## config.mk

```make
export PLATFORM = sky130hd
export DESIGN_NAME = mem_port_arbiter
export DESIGN_NICKNAME = d
export VERILOG_FILES = /design/src/rtl/arm_mem_pkg.sv /design/src/rtl/mem_port_arbiter.sv
export SDC_FILE = /design/constraint.sdc
export NUM_CORES = 1
export LEC_CHECK = 0
export BUFFER_PORTS_ARGS = -buffer_cell sky130_fd_sc_hd__buf_2
export CORE_AREA = 5 5 102 104
export DETAILED_ROUTE_END_ITERATION = 12
export DIE_AREA = 0 0 107 109
export PLACE_DENSITY_LB_ADDON = 0.2
export SYNTH_ARGS = -nofsm -noshare
export SYNTH_HDL_FRONTEND = slang
export SYNTH_SLANG_ARGS = --single-unit
```

## constraint.sdc

```tcl
create_clock -name clk -period 3.32 [get_ports clk]
set_clock_uncertainty 0.1 [all_clocks]
set_input_delay 0.166 -clock clk [delete_from_list [all_inputs] [get_ports clk]]
set_output_delay 0.166 -clock clk [all_outputs]
set_load 0.03 [all_outputs]
```

## src/rtl/arm_mem_pkg.sv

```systemverilog
// Shared types for the unified-memory port arbiter: FSM states, grant encoding, default widths.
// No logic here; imported by mem_port_arbiter and its bench.
// No flow control of its own.
package arm_mem_pkg;

    localparam int DEF_AW = 32;
    localparam int DEF_DW = 32;

    typedef enum logic [1:0] {
        IDLE   = 2'd0,
        BUSY_I = 2'd1,
        BUSY_D = 2'd2
    } arb_state_e;

    typedef enum logic {
        GRANT_I = 1'b0,
        GRANT_D = 1'b1
    } grant_e;

endpackage

```

## src/rtl/mem_port_arbiter.sv

```systemverilog
// Shares one single-ported memory between the fetch (I) and load/store (D) ports.
// Latency: one IDLE arbitration cycle, then ack combinationally with m_ready (min 1 cycle req->ack).
// Backpressure: requesters hold req/operands until ack; stall_f/stall_m flag the wait.
module mem_port_arbiter
    import arm_mem_pkg::*;
#(
    parameter int AW              = DEF_AW,
    parameter int DW              = DEF_DW,
    parameter int MAX_DATA_STREAK = 2
) (
    input  logic          clk,
    input  logic          rst_n,
    input  logic          i_req,
    input  logic [AW-1:0] i_addr,
    output logic [DW-1:0] i_rdata,
    output logic          i_ack,
    input  logic          d_req,
    input  logic          d_we,
    input  logic [AW-1:0] d_addr,
    input  logic [DW-1:0] d_wdata,
    output logic [DW-1:0] d_rdata,
    output logic          d_ack,
    output logic          m_req,
    output logic          m_we,
    output logic [AW-1:0] m_addr,
    output logic [DW-1:0] m_wdata,
    input  logic [DW-1:0] m_rdata,
    input  logic          m_ready,
    output logic          stall_f,
    output logic          stall_m
);

    localparam int SW = (MAX_DATA_STREAK < 2) ? 1 : $clog2(MAX_DATA_STREAK + 1);
    localparam logic [SW-1:0] STREAK_MAX = SW'(MAX_DATA_STREAK);

    arb_state_e    state;
    logic [SW-1:0] streak;
    logic          grant_vld;
    grant_e        grant;

    // D wins unless I has already been passed over MAX_DATA_STREAK times in a row.
    always_comb begin
        grant_vld = 1'b0;
        grant     = GRANT_I;
        if (d_req && (!i_req || (streak < STREAK_MAX))) begin
            grant_vld = 1'b1;
            grant     = GRANT_D;
        end else if (i_req) begin
            grant_vld = 1'b1;
            grant     = GRANT_I;
        end
    end

    always_ff @(posedge clk or negedge rst_n) begin
        if (!rst_n) begin
            state   <= IDLE;
            streak  <= '0;
            m_req   <= 1'b0;
            m_we    <= 1'b0;
            m_addr  <= '0;
            m_wdata <= '0;
        end else begin
            case (state)
                IDLE: begin
                    if (grant_vld) begin
                        m_req <= 1'b1;
                        if (grant == GRANT_D) begin
                            m_we    <= d_we;
                            m_addr  <= d_addr;
                            m_wdata <= d_wdata;
                            state   <= BUSY_D;
                            if (i_req) begin
                                if (streak != STREAK_MAX) streak <= streak + 1'b1;
                            end else begin
                                streak <= '0;
                            end
                        end else begin
                            m_we    <= 1'b0;
                            m_addr  <= i_addr;
                            m_wdata <= '0;
                            state   <= BUSY_I;
                            streak  <= '0;
                        end
                    end
                end
                BUSY_I, BUSY_D: begin
                    if (m_ready) begin
                        m_req <= 1'b0;
                        m_we  <= 1'b0;
                        state <= IDLE;
                    end
                end
                default: state <= IDLE;
            endcase
        end
    end

    // Read data is passed straight through; consumers qualify it with their ack.
    assign i_ack   = (state == BUSY_I) && m_ready;
    assign d_ack   = (state == BUSY_D) && m_ready;
    assign i_rdata = m_rdata;
    assign d_rdata = m_rdata;
    assign stall_f = i_req && !i_ack;
    assign stall_m = d_req && !d_ack;

endmodule

```

# ---- Word-level counts from Yosys, hierarchy flattened
# Index checks and enable logic that the tools add are counted.
dict set report word_totals {
  reg_bits 70
  latchBits 0
  mem_bits_rw 0
  mem_bits_ro 0
  in_bits 134
  out_inout_bits 134
  word_cells 48
  memories 0
}
dict set report op_classes {
  add_sub_neg 1
  n_mul 0
  div_mod_pow 0
  n_lt_le_gt_ge 1
  n_eq_ne 6
  n_shift 0
  muxes 18
  bitwise_logic 0
  reduce_logical 16
}
# cell n
set ops {}
lappend ops {{32-bit 2-to-1 mux} 2}
lappend ops {{2-bit 2-to-1 mux} 6}
lappend ops {{1-bit 2-to-1 mux} 7}
lappend ops {{2-bit != test (second input constant)} 3}
lappend ops {{3-bit AND reduction} 2}
lappend ops {{1-bit logical AND} 5}
lappend ops {{1-bit one-hot mux with 2 select lines} 2}
lappend ops {{2-bit one-hot mux with 2 select lines} 1}
lappend ops {{2-bit AND reduction} 2}
lappend ops {{1-bit zero test} 3}
lappend ops {{3-bit by 2-bit != test with 1-bit output (second input constant)} 1}
lappend ops {{2-bit by 1-bit adder with 2-bit output (second input constant)} 1}
lappend ops {{2-bit by 1-bit == test with 1-bit output (second input constant)} 1}
lappend ops {{2-bit == test (second input constant)} 1}
lappend ops {{2-bit zero test} 1}
lappend ops {{2-bit < comparator (second input constant)} 1}
lappend ops {{2-bit nonzero test} 1}
lappend ops {{2-bit OR reduction} 1}
lappend ops {{1-bit logical OR} 1}

# ---- Logic depth before layout (Yosys ltp)
dict set report depth {
  word_depth 7
  ltp_mapped 7
  depth_no_buf 5
}

# ---- Least setup slack after synthesis
# No wires, ideal clock.
dict set report synth_timing {
  path_kind {register to register}
  start {reg state[1]}
  end {reg m_we}
  setup_time_ns 0.128
  t_arrival_ns 1.461
  required_ns 3.092
  setup_slack_ns 1.631
  stages_incl_launch_ff 6
  path_buffers 0
  period_less_slack_ns 1.689
  cell_sequence {dfrtp_1 inv_1 ha_1 nor2b_1 a211o_1 mux2_1}
}
dict set report synth_via {
  elab_chain_len 4
  elab_cells_between_ends 9
  classes_between {4 x eq/ne; 1 x mux; 4 x reduce/logical}
}
# element line_no
set synth_rtl {}
lappend synth_rtl {{start: declaration} mem_port_arbiter.sv:36} ;# arb_state_e state;
lappend synth_rtl {{start signal: assignment} mem_port_arbiter.sv:56} ;# state <= IDLE;
lappend synth_rtl {{start signal: assignment} mem_port_arbiter.sv:71} ;# state <= BUSY_D;
lappend synth_rtl {{start signal: assignment} mem_port_arbiter.sv:81} ;# state <= BUSY_I;
lappend synth_rtl {{2-bit by 1-bit == test with 1-bit output / 2-bit == test (equally long branches)} mem_port_arbiter.sv:63} ;# case (state)
lappend synth_rtl {{2-bit OR reduction} mem_port_arbiter.sv:63}
lappend synth_rtl {{2-bit != test (no source line) / 2-bit nonzero test (equally long branches)} --}
lappend synth_rtl {{3-bit AND reduction (no source line)} --}
lappend synth_rtl {{end signal: assignment} mem_port_arbiter.sv:68} ;# m_we <= d_we;
lappend synth_rtl {{end: declaration} mem_port_arbiter.sv:24} ;# output logic m_we,
# Parallel ways exist; a longest one is shown, timed or not.
# A chain may end at the register's enable or synchronous reset.

# ---- Worst setup path in the final report
dict set report layout_timing {
  start {reg state[1]}
  end {reg m_addr[15]}
}
dict set report layout_via {
  elab_chain_len 2
}
# element line_no
set layout_rtl {}
lappend layout_rtl {{2-bit zero test} mem_port_arbiter.sv:63}
lappend layout_rtl {{2-bit AND reduction (no source line)} --}
lappend layout_rtl {{end signal: assignment} mem_port_arbiter.sv:69} ;# m_addr <= d_addr;
lappend layout_rtl {{end signal: assignment} mem_port_arbiter.sv:79} ;# m_addr <= i_addr;
lappend layout_rtl {{end: declaration} mem_port_arbiter.sv:25} ;# output logic [AW-1:0] m_addr,
# Every way passes these cells.

==> PnR_summary.wiki <==
{| class="wikitable"
! Metric !! Value
|-
| Final min period || 2.67 ns
|-
| Min-Delay Path Class || in -> reg
|-
| Setup repair after global routing missed its margin || no
|-
| Worst slew margin || 0.474
|-
| Power Dens Cells || about 1000 mW/mm^2
|-
| Data arrival time of the worst path || 2.84 ns
|-
| Die X || 107 microns
|-
| Total clock sinks || 70
|-
| Status || complete, no violations
|-
| Max Freq || ~0.37 GHz
|-
| Critical path class || reg -> reg
|-
| Grt ovf || 0
|-
| Worst-margin pin slew || a little under 0.8 ns
|-
| Final antenna diode count || 0
|-
| TritonCTS clock tree || built
|-
| Antenna Violating Nets Remaining || 0
|-
| Max-cap violations || 0
|-
| Antenna violations before repair || 0
|-
| Post-synthesis cell count || 351
|-
| Final clock period utilization by the worst path || 0.804
|-
| Area overhead of the layout relative to synthesis || 38.6%
|-
| CP required || 3.50 ns
|-
| Die area || 0.0117 sq mm
|-
| Half-perimeter wire length after detailed placement || 7140 microns
|-
| Sequential element share of the synthesized area || 0.508
|-
| RePlAce Congestion || about 0.82
|-
| Initial DRC Count || 163
|-
| Final count of hold timing violations || 0
|-
| Dominant cell type by area after synthesis || sky130_fd_sc_hd__dfrtp_1
|-
| Critical Path Start Type || flop
|-
| Global-route wire length before repair || 16,000 microns
|-
| Synthesis-stage register bit count || 70
|-
| Starting utilization of the core area || 0.365
|-
| TNS Setup || 0 ns
|-
| Latest clock arrival within the worst-skew pair || ~0.34 ns
|-
| Count of unresolved DRC violations after routing || 0
|-
| Distinct cell type count after synthesis || 26
|-
| Routed wire length || 10,500 microns
|-
| Flip-flop and latch area || 0.00175 sq mm
|-
| Number of top-level pins || 268
|-
| Buffers inserted during post-CTS setup optimization || 0
|-
| # setup viols final || 0
|-
| Area used by multi-input combinational logic || about 0.0011 sq mm
|-
| Layout cell share with drive strength beyond 1 || 0.370
|-
| IO buf count || 171
|-
| Fillers || slightly below 900
|-
| Number of global-route vias before repair || 3,245
|-
| DIE HEIGHT || 109 microns
|-
| Maximum root-to-sink buffer count || 2
|-
| Setup slack, reg-to-reg || 0.65 ns
|-
| Clock-pin slew on the worst setup and hold paths || approximately 0.08 ns
|-
| Highest net fanout along the worst path || 19
|-
| H-Tree Depth || 3
|-
| Mapped cell area || ~0.0034 sq mm
|-
| Total Routing Usage GR || 0.176
|-
| Reported leakage power || 2.41 nW
|-
| Cts bufs inserted || 9
|-
| Synth warn || 0
|-
| Drt pass-1 iters || 4
|-
| Cell Rows || 36
|-
| Core area || 0.00946 sq mm
|-
| Area contributors post-synth || sky130_fd_sc_hd__dfrtp_1, sky130_fd_sc_hd__buf_4, sky130_fd_sc_hd__a21oi_1
|-
| Placed insts || between 500 and 600
|-
| Clock tree root driver cell || sky130_fd_sc_hd__clkbuf_8
|-
| Element type at the critical path end || flop
|-
| Net count reported at finish || 660
|-
| Max-slew violation count || 0
|-
| Yosys top cell area share || 0.508
|-
| Avg WL per Cell || 16.4 microns
|-
| Synth Net Count || 489
|-
| Synthesized area per cell || ~10 sq um
|-
| Maximum VDD drop || 0.605 mV
|-
| Via density || between 4 and 5
|-
| Pin count of the biggest net entering global routing || between 40 and 50
|-
| Final instance count without filler cells || 641
|-
| Number of vias in the routed layout || 3,093
|}
## flip-flops by register name, indices dropped and copies added, names as in the netlist
name     flops
streak       2
m_addr      32
state        2
m_req        1
m_we         1
m_wdata     32
## power by group
part           leakage, nW  internal (mW)  switching (mW)
Combinational         1.47          0.835            1.65
Sequential           0.847           1.28           0.244
Clock               0.0895          0.352           0.339
## stage by stage
stage                     hold slack [ns]  cell area (sq um)  total power [mW]   util  setup WS [ns]
final                              0.0209               4780              4.70  0.505          0.652
after global routing               0.0178               4780              5.03  0.505          0.486
after CTS                         0.00183               4780              4.75  0.505          0.671
after detailed placement            0.205               3900              3.95  0.413           1.20
after global placement              0.204               3900              3.92  0.413           1.31
after floorplan                    -0.230               3450              3.36      -           1.63
## cells in the mapped netlist, drive strengths merged
cell     count
buf         83
dfrtp       70
a21oi       67
nor2        35
nand2       34
a22o        33
ha           4
inv          4
nor2b        3
and2         2
clkbuf       2
nor3b        2
o21ai        2
a211o        1
a21bo        1
a21boi       1
mux2         1
nand2b       1
o21a         1
o22ai        1
o2bb2ai      1
o32ai        1
o41ai        1
## layer usage
layer,GRT usage,routed length [microns],vias to the layer above
met5,0,0,-
met4,0.0667,166,0
met3,0.0592,1060,19
met2,0.317,5330,169
met1,0.193,3970,1434
li1,-,-,1471
## layout make-up
type                    instances  area share
flip-flops and latches         70       0.366
repair buffers                245       0.331
multi-input cells             192       0.228
well taps                     114      0.0298
clock buffers                  10      0.0267
clock inverters                 6      0.0147
inverters                       4     0.00314
## worst paths after layout
check / cells after the start / to / startpoint
setup / recovery: 7 / m_addr[15]$_DFFE_PN0P_ / state[1]$_DFFE_PN0P_
hold / removal: 3 / m_addr[5]$_DFFE_PN0P_ / d_addr[5]
setup reg to reg: 7 / m_addr[15]$_DFFE_PN0P_ / state[1]$_DFFE_PN0P_
hold reg to reg: 1 / m_we$_DFFE_PN0P_ / m_we$_DFFE_PN0P_
max in group asynchronous: 3 / m_wdata[29]$_DFFE_PN0P_ / rst_n
min in group asynchronous: 2 / m_wdata[25]$_DFFE_PN0P_ / rst_n
## layout by cell type, fill, tap and decap left out, types with 2 or more instances in the layout
cell / netlist / layout
sky130_fd_sc_hd__inv_6: 0 / 2
sky130_fd_sc_hd__inv_1: 4 / 4
sky130_fd_sc_hd__clkbuf_8: 0 / 9
sky130_fd_sc_hd__nand2_1: 34 / 34
sky130_fd_sc_hd__buf_2: 13 / 171
sky130_fd_sc_hd__nor3b_1: 2 / 2
sky130_fd_sc_hd__dlygate4sd3_1: 0 / 68
sky130_fd_sc_hd__clkinvlp_4: 0 / 3
sky130_fd_sc_hd__a21oi_1: 66 / 66
sky130_fd_sc_hd__and2_1: 2 / 2
sky130_fd_sc_hd__dfrtp_1: 70 / 70
sky130_fd_sc_hd__nor2_1: 35 / 35
sky130_fd_sc_hd__nor2b_1: 3 / 3
sky130_fd_sc_hd__ha_1: 4 / 4
sky130_fd_sc_hd__a22o_1: 33 / 33
sky130_fd_sc_hd__buf_4: 70 / 6
## cell families (layout without fill, tap and decap cells)
kind of cell | Yosys count | after routing | synth area share
buffers and inverters | 89 | 265 | 0.178
flip-flops | 70 | 70 | 0.508
AO/OA/AOI/OAI | 110 | 110 | 0.206
adder cells (fa/ha/maj) | 4 | 4 | 0.0145
multiplexers | 1 | 1 | 0.00326
AND/OR/NAND/NOR | 77 | 77 | 0.0903
## critical path, stage by stage, from the launching register on
cell and delay, ns:
sky130_fd_sc_hd__dfrtp_1 0.40, sky130_fd_sc_hd__inv_1 0.11, sky130_fd_sc_hd__ha_1 0.35, sky130_fd_sc_hd__o21a_1 0.54
sky130_fd_sc_hd__buf_4 0.35, sky130_fd_sc_hd__nor2_1 0.06, sky130_fd_sc_hd__a21oi_1 0.12, sky130_fd_sc_hd__dlygate4sd3_1 0.56
## repair_timing
action / CTS / global route
resized for setup: 0 / 0
endpoints found under the hold margin: 97 / 0
hold buffers: 68 / 0
No activity file was read; power rests on OpenSTA's default activity.
